[src/rtl/la_pwrseq_pkg.sv]
// Shared types for the power-domain sequencer: state encoding and per-state
// decode of the combinational control outputs.
package la_pwrseq_pkg;

    typedef enum logic [3:0] {
        StOff     = 4'd0,
        StPwrOn   = 4'd1,
        StStable  = 4'd2,
        StRelease = 4'd3,
        StRun     = 4'd4,
        StIsolate = 4'd5,
        StSave    = 4'd6,
        StReset   = 4'd7,
        StPwrOff  = 4'd8
    } state_e;

    typedef struct packed {
        logic iso;
        logic pwr_en;
        logic dom_nreset;
        logic busy;
        logic on;
    } ctrl_t;

    localparam ctrl_t CtrlOff = '{iso: 1'b1, pwr_en: 1'b0, dom_nreset: 1'b0,
                                  busy: 1'b0, on: 1'b0};

    function automatic ctrl_t decode(input state_e st);
        ctrl_t c;
        c = CtrlOff;
        case (st)
            StOff: c = CtrlOff;
            StPwrOn, StStable, StReset: begin
                c.pwr_en = 1'b1;
                c.busy   = 1'b1;
            end
            StRelease, StIsolate, StSave: begin
                c.pwr_en     = 1'b1;
                c.dom_nreset = 1'b1;
                c.busy       = 1'b1;
            end
            StRun: begin
                c.iso        = 1'b0;
                c.pwr_en     = 1'b1;
                c.dom_nreset = 1'b1;
                c.on         = 1'b1;
            end
            StPwrOff: c.busy = 1'b1;
            default:  c = CtrlOff;
        endcase
        return c;
    endfunction

endpackage

[src/rtl/la_dsync.sv]
// Multi-stage reset-able synchronizer for a single asynchronous bit.
module la_dsync #(
    parameter int SYNC = 2,
    parameter     PROP = "DEFAULT"
) (
    input  logic clk,
    input  logic nreset,
    input  logic din,
    output logic dout
);

    logic [SYNC-1:0] sync_q;

    if (PROP == "DEFAULT") begin : g_std
        always_ff @(posedge clk or negedge nreset) begin
            if (!nreset) sync_q <= '0;
            else         sync_q <= {sync_q[SYNC-2:0], din};
        end
    end else begin : g_prop
        // Hook for a hardened sync cell; behaviour matches the generic chain.
        always_ff @(posedge clk or negedge nreset) begin
            if (!nreset) sync_q <= '0;
            else         sync_q <= {sync_q[SYNC-2:0], din};
        end
    end

    assign dout = sync_q[SYNC-1];

endmodule

[src/rtl/la_pwrseq.sv]
// Power-domain sequencer: orders isolation, retention, power switch and domain
// reset for one switchable domain in response to a level power request.
module la_pwrseq
    import la_pwrseq_pkg::*;
#(
    parameter int DLY     = 4,
    parameter int TIMEOUT = 256,
    parameter int SYNC    = 2,
    parameter     PROP    = "DEFAULT"
) (
    input  logic clk,
    input  logic nreset,
    input  logic pwr_req,
    input  logic pwr_ack,
    output logic iso,
    output logic ret,
    output logic pwr_en,
    output logic dom_nreset,
    output logic busy,
    output logic on,
    output logic err
);

    localparam int MaxCnt = (DLY > TIMEOUT) ? DLY : TIMEOUT;
    localparam int CW     = $clog2(MaxCnt + 1);
    localparam logic [CW-1:0] DlyLoad = CW'(DLY - 1);
    localparam logic [CW-1:0] TmoLast = CW'(TIMEOUT - 1);

    state_e        state_q, state_d;
    logic [CW-1:0] cnt_q, cnt_d, cnt_inc;
    logic          err_q, err_d, ret_q, ret_d;
    logic          tmo_q, tmo_d;  // current PWROFF was reached through a power-up timeout
    ctrl_t         ctrl_q;
    logic          ack_s, done, tmo_hit;

    la_dsync #(
        .SYNC (SYNC),
        .PROP (PROP)
    ) u_ack_sync (
        .clk    (clk),
        .nreset (nreset),
        .din    (pwr_ack),
        .dout   (ack_s)
    );

    assign done    = (cnt_q == '0);
    assign tmo_hit = (TIMEOUT > 0) && (cnt_q == TmoLast);
    assign cnt_inc = (cnt_q == '1) ? cnt_q : cnt_q + CW'(1);

    always_comb begin
        state_d = state_q;
        cnt_d   = cnt_q;
        err_d   = err_q;
        ret_d   = ret_q;
        tmo_d   = tmo_q;
        case (state_q)
            StOff: begin
                if (pwr_req) begin
                    state_d = StPwrOn;
                    cnt_d   = '0;
                end
            end
            StPwrOn: begin
                if (ack_s) begin
                    state_d = StStable;
                    cnt_d   = DlyLoad;
                end else if (tmo_hit) begin
                    state_d = StPwrOff;
                    cnt_d   = '0;
                    err_d   = 1'b1;
                    tmo_d   = 1'b1;
                end else begin
                    cnt_d = cnt_inc;
                end
            end
            StStable: begin
                if (done) begin
                    state_d = StRelease;
                    cnt_d   = DlyLoad;
                    ret_d   = 1'b0;
                end else cnt_d = cnt_q - CW'(1);
            end
            StRelease: begin
                if (done) begin
                    state_d = StRun;
                    err_d   = 1'b0;
                end else cnt_d = cnt_q - CW'(1);
            end
            StRun: begin
                if (!pwr_req) begin
                    state_d = StIsolate;
                    cnt_d   = DlyLoad;
                end
            end
            StIsolate: begin
                if (done) begin
                    state_d = StSave;
                    cnt_d   = DlyLoad;
                    ret_d   = 1'b1;
                end else cnt_d = cnt_q - CW'(1);
            end
            StSave: begin
                if (done) begin
                    state_d = StReset;
                    cnt_d   = DlyLoad;
                end else cnt_d = cnt_q - CW'(1);
            end
            StReset: begin
                if (done) begin
                    state_d = StPwrOff;
                    cnt_d   = '0;
                end else cnt_d = cnt_q - CW'(1);
            end
            StPwrOff: begin
                if (!ack_s) begin
                    state_d = StOff;
                    cnt_d   = '0;
                    tmo_d   = 1'b0;
                    if (!tmo_q) err_d = 1'b0;
                end else if (tmo_hit) begin
                    state_d = StOff;
                    cnt_d   = '0;
                    tmo_d   = 1'b0;
                    err_d   = 1'b1;
                end else begin
                    cnt_d = cnt_inc;
                end
            end
            default: begin
                state_d = StOff;
                cnt_d   = '0;
                tmo_d   = 1'b0;
            end
        endcase
    end

    always_ff @(posedge clk or negedge nreset) begin
        if (!nreset) begin
            state_q <= StOff;
            cnt_q   <= '0;
            err_q   <= 1'b0;
            ret_q   <= 1'b0;
            tmo_q   <= 1'b0;
            ctrl_q  <= CtrlOff;
        end else begin
            state_q <= state_d;
            cnt_q   <= cnt_d;
            err_q   <= err_d;
            ret_q   <= ret_d;
            tmo_q   <= tmo_d;
            ctrl_q  <= decode(state_d);
        end
    end

    assign iso        = ctrl_q.iso;
    assign pwr_en     = ctrl_q.pwr_en;
    assign dom_nreset = ctrl_q.dom_nreset;
    assign busy       = ctrl_q.busy;
    assign on         = ctrl_q.on;
    assign ret        = ret_q;
    assign err        = err_q;

endmodule

[config.mk]
export PLATFORM = sky130hd
export DESIGN_NAME = la_pwrseq
export DESIGN_NICKNAME = d
export VERILOG_FILES = /design/src/rtl/la_pwrseq_pkg.sv /design/src/rtl/la_dsync.sv /design/src/rtl/la_pwrseq.sv
export SDC_FILE = /design/constraint.sdc
export NUM_CORES = 1
export LEC_CHECK = 0
export CORE_MARGIN = 1
export CORE_UTILIZATION = 45
export CTS_CLUSTER_DIAMETER = 200
export DETAILED_ROUTE_END_ITERATION = 10
export SETUP_SLACK_MARGIN = 0.4
export SYNTH_ARGS = -nofsm -noshare
export SYNTH_HDL_FRONTEND = slang
export SYNTH_SLANG_ARGS = --single-unit
[constraint.sdc]
create_clock -name clk -period 7.1 [get_ports clk]
set_clock_uncertainty 0.2 [all_clocks]
set_input_delay 1.42 -clock clk [delete_from_list [all_inputs] [get_ports clk]]
set_output_delay 1.42 -clock clk [all_outputs]
set_load 0.02 [all_outputs]
# After elaboration in Yosys (flattened, before gate mapping)
# Index checks and enable logic that the tools add are counted.
# classes
add_sub_neg,2
multipliers,0
div_mod_pow,0
order_cmp,0
n_eq_ne,28
shift,0
n_mux,40
n_bitwise,1
reduce_logical,13
# ops
cell,count
two-way mux 9 bit,9
one-hot mux 9 bit (7 select lines),1
two-way mux 4 bit,11
one-hot mux 4 bit (9 select lines),1
"== test 4 x 3 -> 1 bit, second input constant",8
OR reduction 7 bit,3
"== test 4 x 2 -> 1 bit, second input constant",4
"!= test 2 bit, second input constant",8
two-way mux 1 bit,15
"adder 9 x 1 -> 9 bit, second input constant",1
"== test 9 x 8 -> 1 bit, second input constant",1
"== test 9 bit, second input constant",1
logical NOT 9 bit,1
"subtractor 9 x 1 -> 9 bit, second input constant",1
"== test 4 x 1 -> 1 bit, second input constant",2
"== test 4 bit, second input constant",2
AND reduction 4 bit,2
one-hot mux 1 bit (3 select lines),2
AND reduction 3 bit,2
logical NOT 4 bit,1
OR reduction 4 bit,1
"!= test 3 x 2 -> 1 bit, second input constant",1
"!= test 3 bit, second input constant",1
nonzero test 3 bit,1
4 further kinds,4
# totals
register_bits,23
latch_bits,0
mem_bits_rw,0
rom_bits,0
out_inout_bits,7
word_cells,95
memories,0

# Depth between registers and ports, before layout
# depth
word_depth,7
ltp_mapped,8
ltp_nobuf,8

# Cells and area by module
# From an unflattened synthesis, not the netlist that was laid out.
# hier_totals
cells_unflattened,203
area_unflattened_um2,1701.6
# by_module_without_submodules
mod,instances,cells_per_inst,area_each_um2,seq_area_each_um2
la_pwrseq,1,201,1651.6,526.8
la_dsync,1,2,50.0,50.0

# Worst setup path before layout
# OpenSTA, ideal clock, no wires.
# synth_path
path_kind,input port to flip-flop
start,input port pwr_req
end,register cnt_q[6]
setup_ns,0.122
t_arrival_ns,2.331
slack_ns,4.448
path_stages,6
path_buffers,1
cell_sequence,xor2_1 -> nand2b_1 -> a21o_1 -> buf_2 -> o221ai_1 -> a32o_1
# synth_via
elab_chain_len,2
word_cells_on_any_way,3
classes_between,eq/ne (2); reduce/logical (1)
# synth_rtl
item,line_no,source
start: declaration,la_pwrseq.sv:13,"input logic pwr_req,"
!= test 2 bit (no line),--,
AND reduction 3 bit (no line) *,--,
end signal: assignment,la_pwrseq.sv:147,cnt_q <= cnt_d;
end: declaration,la_pwrseq.sv:30,"logic [CW-1:0] cnt_q, cnt_d, cnt_inc;"
# Mark *: on every way between the ends. The rest lies on a longest branch, timed or not.
# A chain may end at the register's enable or synchronous reset.

# Final worst setup path
# layout_path
start,input port pwr_req
end,register cnt_q[7]
# The elaborated chain is that of the path after synthesis.

==> results by group <==
Run status
  • Run status: complete, no violations

Logic synthesis
  • Simple-Gate Fraction of Synth Area: 27.0%
  • Yosys warns: 0
  • Multiplexer fraction of the synthesized cell area: 2.98%
  • Post-synthesis cell area: 0.00176 mm^2
  • Cell taking the most area after synthesis: sky130_fd_sc_hd__dfrtp_1
  • Average size of a mapped cell: a little under 9 um^2
  • Combinational family with the most area after synthesis: simple AND/OR/NAND/NOR gates
  • Number of enable flip-flop cells after synthesis: 0
  • Area fraction in compound gates after synthesis: around a quarter
  • Adder-cell share of the synthesized area: 2.13%
  • Main area contributors after synthesis: sky130_fd_sc_hd__dfrtp_1 (31%), sky130_fd_sc_hd__nor2_1 (4.0%), sky130_fd_sc_hd__buf_2 (3.1%)
  • Share of the synthesized netlist area taken by xor and xnor gates: 1.99%
  • Area fraction of the dominant cell type after synthesis: a little under a third
  • Gate Count Post-Synth: 198
  • Most used flip-flop cell after synthesis: sky130_fd_sc_hd__dfrtp_1
  • Netlist cell types: 64
  • Number of register bits inferred by synthesis: 23
  • Ys async rst share: 100%
  • Fraction of the yosys area taken by sequential cells: 32.7%
  • Post-Synthesis Net Count: 205

Setup path
  • Critical path capture point type: flop
  • Worst endpoint required time: 7.06 ns
  • Max stage delay cell, worst path: sky130_fd_sc_hd__clkdlybuf4s50_1
  • Delay of the slowest cell on the worst path: ~0.47 ns
  • Data arrival time at the worst-slack endpoint: roughly 3 ns
  • Highest net fanout along the worst path: 14
  • Crit Path Category: in2reg
  • Cell Chain, Critical Path: clkdlybuf4s50_1, xor2_1, nand2b_1, a21o_1, o221ai_1, a22o_1
  • R2r worst-path depth: 7
  • Crit path launch type: input pin

Global routing
  • Pin count of the biggest net entering global routing: 24
  • Number of global-route vias before repair: 1,527
  • First-pass GRT wire length: approximately 7400 um
  • Total overflow reported by the global router: 0
  • Antenna violations before repair: 0
  • Global routing usage summed across all routing layers: 23.1%

Routing
  • Routed len/inst: about 17 um
  • DRC violation count after routing: 0
  • Vias after detailed routing: 1,546
  • Drt via density: 6.36
  • Drt total wl: approximately 4200 um
  • Antenna Nets Post-Route: 0
  • Total iterations of the first detailed-routing run: 4
  • Count of routing violations after the opening detailed-route iteration: 131

Timing
  • Final Hold Violating Endpoints: 0
  • Max Fclk: 320 MHz
  • Fin crit period: 3.12 ns
  • Worst hold slack: 0.155 ns
  • Fraction of the cycle the final worst path needs: 44.0%
  • Actual slew at the worst max-slew pin: approximately 1 ns
  • Final number of max-transition violations: 0
  • Number of failing setup endpoints in the final timing report: 0
  • Setup TNS after final layout: 0 ns
  • Unrepaired setup endpoints after global routing: no
  • Worst slew margin relative to its limit: 32.8%

Clocking
  • Maximum number of buffers from clock root to sink: 2
  • Clock slew at reported path FFs: 0.08 ns
  • Maximum level of the CTS H-tree: 1
  • Number of gates resized after cts: 0
  • CTS tree: built
  • Number of sinks handled by clock tree synthesis: 23
  • Count of buffers added by post-CTS timing repair for setup: 0
  • Number of clock buffers inserted by TritonCTS: 3
  • Hold buffer count at CTS: 0
  • Clock root buffer: sky130_fd_sc_hd__clkbuf_8
  • Insertion delay to the later sink of the worst-skew pair: between 0.2 and 0.3 ns

Layout
  • Number of nets in the finished design: 203
  • Final cell area excluding filler cells: 0.00187 mm^2
  • Area growth from synthesis to layout: 6.03%
  • Diode count: 0
  • Share of final-layout standard cells stronger than drive strength 1: 11.3%
  • Filler cell count: between 300 and 400
  • Final core area utilization: 50.3%

Placement
  • Placed cell areas: approximately 0.0018 mm^2
  • Detailed placer's ending HPWL: 3000 um
  • Global placer's final weighted congestion: 0.937
  • Quantity of I/O buffers inserted on ports: 10

Power
  • Largest voltage drop on the vdd net: about 0.18 mV
  • Combinational Power Share: approximately half
  • Part of the power in registers: a little under two fifths
  • Sw Share: 47.1%
  • Leakage power of the design: 0.000696 uW
  • Clock network power share: around 11%
  • Power Internal: about 380 uW
  • Power density relative to cell area: 383 mW/mm^2
  • Switching pwr: 338 uW

Die
  • Effective utilization at floorplan: 47.4%
  • Die Footprint: roughly 0.0042 mm^2
  • Placement Rows: 22
  • Die height: 64.6 um
  • Die width: 64.6 um
  • Core area: 0.00372 mm^2
  • IO Pins: 11

Worst hold path
  • Class of the worst hold path: reg2reg
  • Number of cells traversed by the worst hold path: 0

Job
  • Max-capacitance violation count: 0
cells by family after synthesis:
family | count (synthesis)
xor gates and xnor gates | 4
muxes | 5
DFF | 23
AOI/OAI and AO/OA | 62
adders and majority gates | 3
and+or+nand+nor | 74
buffers and inverters | 27
sequential cells by signal (all words and copies together) (netlist names):
name and flops:
busy 1, cnt_q 9, dom_nreset 1, err 1
iso 1, on 1, pwr_en 1, ret 1
state_q 4, tmo_q 1, u_ack_sync.sync_q 2
worst max-delay path: cells and delay by family:
| family | cells | cell delay, ns |
|---|---|---|
| xor gates and xnor gates | 1 | 0.16 |
| and+or+nand+nor | 1 | 0.15 |
| buffers and inverters | 1 | 0.47 |
| AOI/OAI and AO/OA | 3 | 0.86 |
layer usage:
metal	vias to the layer above	track usage (%)	part of all wire [%]
met5	-	0	0
met4	0	8.33	1.7
met3	8	3.35	4.9
met2	47	37.4	50
met1	747	31.1	44
li1	744	-	-
power by group through the flow:
| stage | logic (uW) | registers [uW] | clock network [uW] |
|---|---|---|---|
| after floorplan | 366 | 208 | 0 |
| after global placement | 347 | 271 | 0 |
| after detailed placement | 358 | 272 | 0 |
| after CTS | 359 | 270 | 84.0 |
| after global routing | 407 | 284 | 92.4 |
| final | 361 | 274 | 81.7 |
final cells by class:
class                   count  area [um^2]  area share, %
repair buffers             10          100           5.35
flip-flops and latches     23          577           30.9
well taps                  48         60.1           3.21
inverters                  10         37.5           2.01
clock inverters             1         5.00          0.268
clock buffers               3         41.3           2.21
multi-input cells         148         1050           56.1
cell usage after synthesis, drive strengths merged (4+ instances only):
| cell type | count |
|---|---|
| nand2 | 7 |
| buf | 14 |
| nor4 | 4 |
| nand4 | 5 |
| o221ai | 4 |
| a21oi | 11 |
| dfrtp | 22 |
| nor2 | 19 |
| nor3 | 7 |
| nand2b | 4 |
| or3 | 5 |
| o21ai | 16 |
| inv | 8 |
cells in the final DEF (no fill, tap or decap), types with 3 or more instances in the layout:
cell and instances:
sky130_fd_sc_hd__dfrtp_1 22, sky130_fd_sc_hd__nor2_1 19, sky130_fd_sc_hd__o21ai_0 11, sky130_fd_sc_hd__a21oi_1 10, sky130_fd_sc_hd__clkdlybuf4s50_1 10, sky130_fd_sc_hd__inv_1 7
sky130_fd_sc_hd__nand2_1 7, sky130_fd_sc_hd__nand4_1 5, sky130_fd_sc_hd__nor3_1 5, sky130_fd_sc_hd__o21ai_1 4, sky130_fd_sc_hd__nand2b_1 4, sky130_fd_sc_hd__o221ai_1 4
sky130_fd_sc_hd__nand3_1 3, sky130_fd_sc_hd__nor4_1 3, sky130_fd_sc_hd__xnor2_1 3, sky130_fd_sc_hd__or3_1 3, sky130_fd_sc_hd__a31oi_1 3, sky130_fd_sc_hd__and4_1 3
sky130_fd_sc_hd__o22ai_1 3, sky130_fd_sc_hd__a32o_1 3, sky130_fd_sc_hd__nor2b_1 3, sky130_fd_sc_hd__a22o_1 3, sky130_fd_sc_hd__mux2i_1 3, sky130_fd_sc_hd__ha_1 3
sky130_fd_sc_hd__clkbuf_8 3
metrics by stage:
step	setup slack [ns]	std cells	power, uW
floorplan	4.45	198	574
global placement	3.77	239	619
detailed placement	3.71	239	630
CTS	3.99	243	714
global route	3.86	243	784
finish	3.98	243	716
worst paths after layout:
| path | start | endpoint | slack, ns |
|---|---|---|---|
| setup / recovery | pwr_req | cnt_q[7]$_DFFE_PN0P_ | 3.98 |
| hold / removal | u_ack_sync.sync_q[0]$_DFF_PN0_ | u_ack_sync.sync_q[1]$_DFF_PN0_ | 0.15 |
| setup reg to reg | cnt_q[0]$_DFFE_PN0P_ | cnt_q[7]$_DFFE_PN0P_ | 4.37 |
| hold reg to reg | u_ack_sync.sync_q[0]$_DFF_PN0_ | u_ack_sync.sync_q[1]$_DFF_PN0_ | 0.15 |
| max in group asynchronous | nreset | err$_DFFE_PN0P_ | 4.59 |
| min in group asynchronous | nreset | cnt_q[7]$_DFFE_PN0P_ | 1.50 |
No activity file was read; power rests on OpenSTA's default activity.
